[src/rtl/mulctl_precision_packer.sv]
// Issue controller for an 8x8 precision-configurable registered multiplier.
// Pairs compatible 4x4 requests into one half-mode issue and returns results in order.
module mulctl_precision_packer #(
    parameter int TAG_W        = 4,
    parameter int FIFO_DEPTH   = 4,
    parameter int MUL_LATENCY  = 1,
    parameter int PAIR_TIMEOUT = 4
) (
    input  logic             clk,
    input  logic             reset,
    input  logic             in_valid,
    output logic             in_ready,
    input  logic [7:0]       in_a,
    input  logic [7:0]       in_b,
    input  logic             in_sign_a,
    input  logic             in_sign_b,
    input  logic             in_half,
    input  logic [TAG_W-1:0] in_tag,
    input  logic             flush,
    output logic [7:0]       mul_A,
    output logic [7:0]       mul_B,
    output logic             mul_A_sign,
    output logic             mul_B_sign,
    output logic             mul_HALF_0,
    output logic             mul_HALF_1,
    input  logic [15:0]      mul_C,
    output logic             out_valid,
    input  logic             out_ready,
    output logic [15:0]      out_p,
    output logic             out_half,
    output logic [TAG_W-1:0] out_tag,
    output logic             dbg_state
);
    // Handshakes: a transfer happens on a rising edge where valid && ready;
    // valid and payload hold until that edge, and ready never depends on a later valid.
    localparam int PTR_W = (FIFO_DEPTH > 1) ? $clog2(FIFO_DEPTH) : 1;
    localparam int CNT_W = $clog2(FIFO_DEPTH + 1);
    localparam int TMR_W = (PAIR_TIMEOUT > 1) ? $clog2(PAIR_TIMEOUT) : 1;

    typedef enum logic {S_EMPTY = 1'b0, S_HOLD = 1'b1} state_t;

    typedef struct packed {
        logic             valid;
        logic             pair;
        logic             half;
        logic             sext;
        logic [TAG_W-1:0] tag_l;
        logic [TAG_W-1:0] tag_h;
    } pipe_t;

    typedef struct packed {
        logic [15:0]      p;
        logic             half;
        logic [TAG_W-1:0] tag;
    } entry_t;

    function automatic logic [15:0] ext8(input logic [7:0] v, input logic s);
        return {{8{s & v[7]}}, v};
    endfunction

    function automatic logic [PTR_W-1:0] ptr_inc(input logic [PTR_W-1:0] p);
        return (p == PTR_W'(FIFO_DEPTH - 1)) ? '0 : p + PTR_W'(1);
    endfunction

    state_t             state_q, state_d;
    logic [TMR_W-1:0]   timer_q, timer_d;
    logic [3:0]         hold_a_q, hold_b_q;
    logic               hold_sa_q, hold_sb_q;
    logic [TAG_W-1:0]   hold_tag_q;
    logic               hold_load, do_full, do_single, do_pair;
    pipe_t              issue;
    pipe_t              pipe_q [MUL_LATENCY];
    pipe_t              tail;
    entry_t             mem_q [FIFO_DEPTH];
    entry_t             last_q, e0, e1;
    logic [PTR_W-1:0]   wr_ptr_q, rd_ptr_q;
    logic [CNT_W-1:0]   cnt_q;
    logic [31:0]        inflight, used;
    logic               credit_ok, sign_match, wr0_en, wr1_en, pop;

    assign dbg_state = state_q;

    // Results already owed: queued entries plus everything still in the pipe.
    always_comb begin
        inflight = '0;
        for (int i = 0; i < MUL_LATENCY; i++) begin
            if (pipe_q[i].valid) inflight = inflight + (pipe_q[i].pair ? 32'd2 : 32'd1);
        end
    end
    assign used       = 32'(cnt_q) + inflight;
    assign credit_ok  = (used + 32'd2) <= 32'(FIFO_DEPTH);
    assign sign_match = (in_sign_a == hold_sa_q) && (in_sign_b == hold_sb_q);

    always_comb begin
        state_d   = state_q;
        timer_d   = timer_q;
        hold_load = 1'b0;
        in_ready  = 1'b0;
        do_full   = 1'b0;
        do_single = 1'b0;
        do_pair   = 1'b0;
        case (state_q)
            S_EMPTY: begin
                in_ready = reset & credit_ok;
                if (in_valid && in_ready) begin
                    if (in_half) begin
                        hold_load = 1'b1;
                        timer_d   = '0;
                        state_d   = S_HOLD;
                    end else begin
                        do_full = 1'b1;
                    end
                end
            end
            S_HOLD: begin
                if (flush) begin
                    do_single = 1'b1;
                end else if (in_valid && !(in_half && sign_match)) begin
                    do_single = 1'b1;
                end else if (in_valid && credit_ok) begin
                    in_ready = 1'b1;
                    do_pair  = 1'b1;
                end else if (timer_q == TMR_W'(PAIR_TIMEOUT - 1)) begin
                    do_single = 1'b1;
                end else begin
                    timer_d = timer_q + TMR_W'(1);
                end
                if (do_single || do_pair) begin
                    state_d = S_EMPTY;
                    timer_d = '0;
                end
            end
            default: state_d = S_EMPTY;
        endcase
    end

    always_comb begin
        mul_A      = '0;
        mul_B      = '0;
        mul_A_sign = 1'b0;
        mul_B_sign = 1'b0;
        mul_HALF_0 = 1'b0;
        mul_HALF_1 = 1'b0;
        issue      = '0;
        if (do_full) begin
            mul_A       = in_a;
            mul_B       = in_b;
            mul_A_sign  = in_sign_a;
            mul_B_sign  = in_sign_b;
            issue.valid = 1'b1;
            issue.tag_l = in_tag;
        end else if (do_single || do_pair) begin
            // The held request always rides lane L; a partner takes lane H.
            mul_A       = {do_pair ? in_a[3:0] : 4'h0, hold_a_q};
            mul_B       = {do_pair ? in_b[3:0] : 4'h0, hold_b_q};
            mul_A_sign  = hold_sa_q;
            mul_B_sign  = hold_sb_q;
            mul_HALF_0  = 1'b1;
            mul_HALF_1  = 1'b1;
            issue.valid = 1'b1;
            issue.pair  = do_pair;
            issue.half  = 1'b1;
            issue.sext  = hold_sa_q | hold_sb_q;
            issue.tag_l = hold_tag_q;
            issue.tag_h = do_pair ? in_tag : '0;
        end
    end

    always_ff @(posedge clk or negedge reset) begin
        if (!reset) begin
            state_q    <= S_EMPTY;
            timer_q    <= '0;
            hold_a_q   <= '0;
            hold_b_q   <= '0;
            hold_sa_q  <= 1'b0;
            hold_sb_q  <= 1'b0;
            hold_tag_q <= '0;
            for (int i = 0; i < MUL_LATENCY; i++) pipe_q[i] <= '0;
        end else begin
            state_q <= state_d;
            timer_q <= timer_d;
            if (hold_load) begin
                hold_a_q   <= in_a[3:0];
                hold_b_q   <= in_b[3:0];
                hold_sa_q  <= in_sign_a;
                hold_sb_q  <= in_sign_b;
                hold_tag_q <= in_tag;
            end
            pipe_q[0] <= issue;
            for (int i = 1; i < MUL_LATENCY; i++) pipe_q[i] <= pipe_q[i-1];
        end
    end

    assign tail   = pipe_q[MUL_LATENCY-1];
    assign wr0_en = tail.valid;
    assign wr1_en = tail.valid & tail.pair;
    assign e0     = '{p: tail.half ? ext8(mul_C[7:0], tail.sext) : mul_C,
                      half: tail.half, tag: tail.tag_l};
    assign e1     = '{p: ext8(mul_C[15:8], tail.sext), half: 1'b1, tag: tail.tag_h};
    assign out_valid = (cnt_q != '0);
    assign pop       = out_valid & out_ready;

    always_ff @(posedge clk or negedge reset) begin
        if (!reset) begin
            for (int i = 0; i < FIFO_DEPTH; i++) mem_q[i] <= '0;
            wr_ptr_q <= '0;
            rd_ptr_q <= '0;
            cnt_q    <= '0;
            last_q   <= '0;
        end else begin
            if (wr0_en) mem_q[wr_ptr_q] <= e0;
            if (wr1_en) mem_q[ptr_inc(wr_ptr_q)] <= e1;
            if (wr1_en)      wr_ptr_q <= ptr_inc(ptr_inc(wr_ptr_q));
            else if (wr0_en) wr_ptr_q <= ptr_inc(wr_ptr_q);
            if (pop) begin
                rd_ptr_q <= ptr_inc(rd_ptr_q);
                last_q   <= mem_q[rd_ptr_q];
            end
            cnt_q <= cnt_q + CNT_W'(wr0_en) + CNT_W'(wr1_en) - CNT_W'(pop);
        end
    end

    // An empty queue keeps presenting the most recently consumed result.
    assign out_p    = out_valid ? mem_q[rd_ptr_q].p    : last_q.p;
    assign out_half = out_valid ? mem_q[rd_ptr_q].half : last_q.half;
    assign out_tag  = out_valid ? mem_q[rd_ptr_q].tag  : last_q.tag;

endmodule

[config.mk]
export PLATFORM = sky130hd
export DESIGN_NAME = mulctl_precision_packer
export DESIGN_NICKNAME = d
export VERILOG_FILES = /design/src/rtl/mulctl_precision_packer.sv
export SDC_FILE = /design/constraint.sdc
export NUM_CORES = 1
export LEC_CHECK = 0
export CAP_MARGIN = 25
export CORE_MARGIN = 3
export CORE_UTILIZATION = 45
export DETAILED_ROUTE_END_ITERATION = 16
export GPL_TIMING_DRIVEN = 0
export PLACE_DENSITY = 0.77
export SLEW_MARGIN = 5
export SYNTH_ARGS = -nofsm -noshare
export SYNTH_HDL_FRONTEND = slang
export SYNTH_SLANG_ARGS = --single-unit
[constraint.sdc]
create_clock -name clk -period 4.6 [get_ports clk]
set_input_delay 1.15 -clock clk [delete_from_list [all_inputs] [get_ports clk]]
set_output_delay 1.15 -clock clk [all_outputs]
set_load 0.05 [all_outputs]
==> flow_summary_export.csv, run 1 <==
group,metric,value,unit
routing,ant_nets,0,
sta,rsz0062_at_grt,"true",
clock_tree,clkTransAtPathRegs,0.06,ns
die,dieWidth,133.3,µm
place,gp_congestion,0.8408,
pwr,p_leak,4.524,nW
finish,final_layout_size_suffix_gt1_share,26.27,%
sta,finalSetupViolations,0,
grt,grt_pass1_vias,5544,
sta,tightest_slew,0.7335,ns
worst_setup_path,cp_max_fo,6,
sta,fmax,0.2202,GHz
synthesis,synth_seq_cells,141,
min_path,hold_class,"flop to flop",
worst_setup_path,reg2reg_from,"cnt_q[0]",
sta,relSlewSlack,51.10,%
die,core_region_area,15540,µm²
min_path,whs_endpoint,"mem_q[46]",
routing,vias_per_cell,5.740,
sta,hold_viol_final,0,
place,place_area,8449,µm²
worst_setup_path,crit_path_start_kind,"flop",
run,cap_violations,0,
worst_setup_path,r2r_cells,11,
routing,drt_iter0_drc,479,
routing,route.detailed.drc,0,
synthesis,synth_area_leaders,"dfrtp_1 (48%), mux2i_1 (11%), mux2_2 (8.6%)",
finish,diodes,0,
clock_tree,clk_latency,0.43,ns
place,dp_hpwl,12.38,mm
clock_tree,cts_hold_buf,0,
sta,min_period_over_period,98.72,%
synthesis,synth_ff_type,"dfrtp_1",
die,floorplan.initialDensity,46.95,%
sta,setup_slack,0.05868,ns
grt,grt_max_degree,89,
die,ioPinCount,88,
place,numPortBuffers,86,
synthesis,synth_area_leader_cell,"dfrtp_1",
pwr,powerDensity,749.6,nW/µm²
min_path,holdPathStages,1,
clock_tree,clock_sinks,141,
finish,finalInstanceArea,9238,µm²
worst_setup_path,cp.required,3.45,ns
worst_setup_path,worst_ep_arrival_time,3.39,ns
routing,wl,18.99,mm
worst_setup_path,r2r_setup_slack,1.51,ns
finish,area_growth,26.62,%
synthesis,ys_warn_count,0,
pwr,vdd_ir_drop_max,0.4981,mV
place,place_ws,-0.5476,ns
status,status,"completed",
clock_tree,cts_max_level,4,
min_path,min-delay-start,"mem_q[46]",
finish,nets,779,
sta,report.final.slew_viol_count,0,
synthesis,synth_edf_count,0,
routing,first_pass_iters,5,
synthesis,ys_seq_area_share,48.36,%
sta,fin_skew,0.009155,ns
die,row_count,45,
routing,vias,5407,
synthesis,synthArstFlopShare,100.0,%
grt,grt_pass1_wl,29.55,mm
worst_setup_path,critPathKind,"flop to output pin",
synthesis,synth_area,7296,µm²
synthesis,synth_cell_types,47,
clock_tree,clockBufferDepth,2,
worst_setup_path,critPathCaptureType,"output pin",
synthesis,synth_nets,662,
grt,overflow,0,
clock_tree,tritoncts,"yes",
worst_setup_path,timing.rr.end,"cnt_q[2]",
clock_tree,cts_buffers,17,
clock_tree,cts_root_buf,"clkbuf_16",
sta,post-route-min-period,4.541,ns
synthesis,synthTopCellsByCount,"dfrtp_1 (141), o21ai_0 (88), mux2i_1 (80)",
synthesis,synth.most_common_cell,"dfrtp_1",
die,die_h,133.3,µm
synthesis,avgSynthCellArea,12.12,µm²
routing,routedWlPerCell,20.16,µm
synthesis,synthCells,602,
synthesis,yosysTopAreaCellShare,48.36,%
die,die-area,17780,µm²
grt,antenna_found_initial,0,
grt,track_usage,21.24,%
## metal layers
| layer | global-route usage, % | vias up | share of wire [%] |
|---|---|---|---|
| li1 | - | 2422 | - |
| met2 | 34.17 | 250 | 49 |
| met4 | 7.143 | 0 | 2.0 |
| met5 | 0 | - | 0 |
| met3 | 6.231 | 32 | 8.4 |
| met1 | 27.74 | 2703 | 40 |
## metrics by stage
stage / std cells / setup TNS (ns) / utilization (%) / hold WS, ns / power [mW]
final: 942 / 0 / 59.44 / 0.4876 / 6.925
after global routing: 942 / -0.5139 / 59.44 / 0.4954 / 7.279
after CTS: 933 / 0 / 58.49 / 0.4843 / 6.853
after detailed placement: 900 / -9.384 / 54.37 / 0.4721 / 5.387
after global placement: 899 / -574.99 / 54.19 / 0.4647 / 5.243
after floorplan: 602 / 0 / - / 0.4501 / 4.455
## cells in the final DEF (no fill, tap or decap), types with 10 or more instances in the layout
| master | Yosys | layout |
|---|---|---|
| a22o_1 | 16 | 16 |
| clkdlybuf4s50_1 | 0 | 64 |
| nand2_1 | 54 | 53 |
| clkbuf_16 | 0 | 19 |
| clkbuf_1 | 16 | 15 |
| mux2i_1 | 80 | 80 |
| ha_1 | 13 | 10 |
| mux4_2 | 17 | 17 |
| o21ai_0 | 88 | 88 |
| mux2_2 | 56 | 56 |
| dfrtp_1 | 141 | 140 |
| buf_2 | 17 | 19 |
| buf_4 | 4 | 20 |
| inv_1 | 20 | 17 |
## critical path, stage by stage, from the launching register on
cell and delay, ns:
dfrtp_1 0.37, buf_6 0.13, inv_2 0.06, nor2_4 0.10
ha_2 0.20, ha_4 0.13, inv_2 0.03, fa_1 0.47
o21bai_4 0.20, and3_4 0.19, o41a_4 0.54, clkbuf_16 0.18
a22o_1 0.20, buf_6 0.15
## where the power goes
group / internal [mW] / leakage, nW / total (mW) / switching (mW)
combinational: 1.51 / 2.48 / 3.33 / 1.82
clock: 0.922 / 0.305 / 1.45 / 0.527
sequential: 1.81 / 1.74 / 2.15 / 0.338
total: 4.24 / 4.52 / 6.92 / 2.68
## layout make-up
class | count | area (µm²)
buffer | 44 | 274.0
clock buffer | 22 | 494.2
clock inverter | 9 | 132.6
fill | 1236 | 6302
inverter | 20 | 75.07
multi-input combinational | 396 | 3487
sequential | 141 | 3530
tap | 211 | 264.0
timing repair buffer | 99 | 980.9
## worst max path at each step
stage                    end    from
finish              mul_B[2]  wr0_en
global route        mul_B[2]  wr0_en
CTS                 mul_B[2]  wr0_en
detailed placement  mul_B[2]   reset
global placement    mul_B[3]   reset
floorplan           mul_A[0]  wr0_en
## sequential cells by signal, indices dropped and copies added, names as in the netlist, 2 cells and up
name        count
e1              4
timer_q         2
rd_ptr_q        2
hold_b_q        4
mem_q          84
e0              5
cnt_q           3
pipe_q          2
hold_tag_q      4
last_q         21
wr_ptr_q        2
hold_a_q        4
## what timing repair did
item	CTS	global route
resized for setup	90	46
setup buffers	3	7
gates cloned	0	2
pin swaps	1	6
setup endpoints to repair	21	21
## logic make-up (layout without fill, tap and decap cells)
group	Yosys count	in the layout	share of synthesized area [%]
AND/OR/NAND/NOR	88	88	5.694
AO/OA/AOI/OAI	129	129	11.11
flip-flops	141	141	48.36
XOR/XNOR	5	5	0.6002
multiplexers	158	158	26.51
adder cells (fa/ha/maj)	16	16	3.053
buffers and inverters	65	194	4.665
Note: power is estimated with default switching activity, not from simulation.
==> run 2: changes to the inputs <==
Settings changed: CORE_MARGIN 3 to default.
==> flow_summary_export.csv, run 2 (synthesis results as in run 1) <==
group,metric,value,unit
worst_setup_path,cp.required,3.45,ns
worst_setup_path,crit_path_start_kind,"flop",
sta,relSlewSlack,50.64,%
routing,drt_iter0_drc,495,
worst_setup_path,max_stage_delay,0.46,ns
pwr,p_leak,4.473,nW
pwr,total_power,6.798,mW
pwr,pwr-share-comb,48.6,%
finish,area_growth,24.95,%
place,numPortBuffers,86,
routing,route.detailed.drc,0,
finish,final_common_cell,"dfrtp_1",
clock_tree,cts_max_level,4,
clock_tree,clockBufferDepth,2,
grt,track_usage,23.73,%
routing,vias_per_cell,5.723,
sta,report.final.slew_viol_count,0,
place,gp_congestion,0.8742,
sta,hold-worst-slack,0.4850,ns
sta,finalSetupViolations,0,
place,dp_hpwl,12.54,mm
die,die_h,129.3,µm
grt,grt_pass1_vias,5675,
clock_tree,clk_latency,0.42,ns
die,die-area,16730,µm²
finish,instances_no_fill,947,
routing,wl,18.49,mm
finish,diodes,0,
sta,rsz0062_at_grt,"false",
grt,antenna_found_initial,0,
place,dp.cells,905,
pwr,powerDensity,745.7,nW/µm²
pwr,p_sw,2.666,mW
routing,ant_nets,0,
status,status,"completed",
sta,min_period_over_period,97.55,%
clock_tree,clkTransAtPathRegs,0.06,ns
finish,nets,778,
finish,final_cell_mix,"dfrtp_1 (140), o21ai_0 (88), mux2i_1 (80)",
worst_setup_path,critPathCaptureType,"output pin",
clock_tree,tritoncts,"yes",
worst_setup_path,worst_ep_arrival_time,3.34,ns
worst_setup_path,critPathKind,"flop to output pin",
die,dieWidth,129.3,µm
place,place_area,8456,µm²
routing,routedWlPerCell,19.52,µm
grt,grt_max_degree,78,
min_path,hold_class,"flop to flop",
pwr,p_int,4.132,mW
routing,first_pass_iters,5,
die,row_count,46,
finish,largest_register_ff_count,84,
pwr,pwr-share-clk,19.8,%
sta,tightest_slew,0.7405,ns
pwr,vdd_ir_drop_max,0.4421,mV
finish,finalInstanceArea,9116,µm²
worst_setup_path,crit_slowest_cell,"o41a_4",
routing,vias,5420,
sta,hold_viol_final,0,
clock_tree,cts_root_buf,"clkbuf_16",
grt,grt_pass1_wl,29.52,mm
finish,final_layout_size_suffix_gt1_share,24.62,%
finish,final_core_util,57.60,%
sta,fin_skew,0.009506,ns
finish,largest_register,"mem_q",
grt,overflow,0,
worst_setup_path,crit_chain,"buf_6 > nand2_2 > ha_1 > inv_1 > ha_1 > inv_1 > fa_1 > o21bai_4 > and3_4 > o41a_4 > buf_8 > a22o_1 > buf_6",
clock_tree,clock_sinks,141,
clock_tree,cts_buffers,17,
die,core_region_area,15830,µm²
die,floorplan.initialDensity,46.09,%
sta,post-route-min-period,4.487,ns
worst_setup_path,cp_max_fo,11,
sta,fmax,0.2228,GHz
pwr,pwr-share-seq,31.6,%
die,ioPinCount,88,
pwr,switching_share,39.21,%
run,cap_violations,0,
run 2: cell type report:
cell class                      instances  area [µm²]
Sequential cell                       141        3530
Multi-Input combinational cell        396        3447
Timing Repair Buffer                   98       940.9
Fill cell                            1268        6711
Clock buffer                           23       467.9
Tap cell                              216       270.3
Clock inverter                          9       111.4
Buffer                                 44       274.0
Inverter                               20       75.07
run 2: power by group through the flow:
stage               registers [mW]  clock network [mW]  logic, mW
detailed placement            2.15                   0       3.24
global route                  2.21                1.42       3.54
floorplan                     2.04                   0       2.41
finish                        2.15                1.35       3.30
CTS                           2.14                1.36       3.28
global placement              2.10                   0       3.13
run 2: path summary, 6_finish.rpt:
path / from / slack (ns) / end / depth (start not counted)
min: mem_q[46] / 0.49 / mem_q[46] / 1
max: wr0_en / 0.11 / mul_B[3] / 13
max in group asynchronous: reset / 3.17 / last_q[5] / 2
min reg2reg: mem_q[46] / 0.49 / mem_q[46] / 1
max reg2reg: cnt_q[0] / 1.47 / cnt_q[2] / 11
min in group asynchronous: reset / 0.67 / timer_q[0] / 1
run 2: repair_timing:
| action | 4_1_cts | 5_1_grt |
|---|---|---|
| resized for setup | 113 | 13 |
| setup buffers | 4 | 7 |
| hold buffers | 0 | 0 |
| setup endpoints to repair | 21 | 21 |
| pin swaps | 2 | 4 |
run 2: worst max-delay path: cells and delay by family (launching register included):
| family | cells | cell delay [ns] |
|---|---|---|
| adders and majority gates | 3 | 0.88 |
| AOI/OAI and AO/OA | 3 | 0.86 |
| buffers and inverters | 5 | 0.56 |
| DFF | 1 | 0.37 |
| and+or+nand+nor | 2 | 0.25 |
run 2: metrics by stage:
stage	setup TNS (ns)	setup slack (ns)
4_1_cts	0	0.00007061
5_1_grt	0	0.00007483
3_5_place_dp	-9.738	-0.5658
2_1_floorplan	0	0.5172
3_3_place_gp	-574.17	-4.723
6_report	0	0.1125
run 2: routing by layer:
layer | GRT usage, % | up-vias | wire [µm]
li1 | - | 2418 | -
met3 | 5.698 | 30 | 1360
met2 | 40.29 | 259 | 9246
met5 | 0 | - | 0
met1 | 29.37 | 2713 | 7546
met4 | 8.997 | 0 | 332
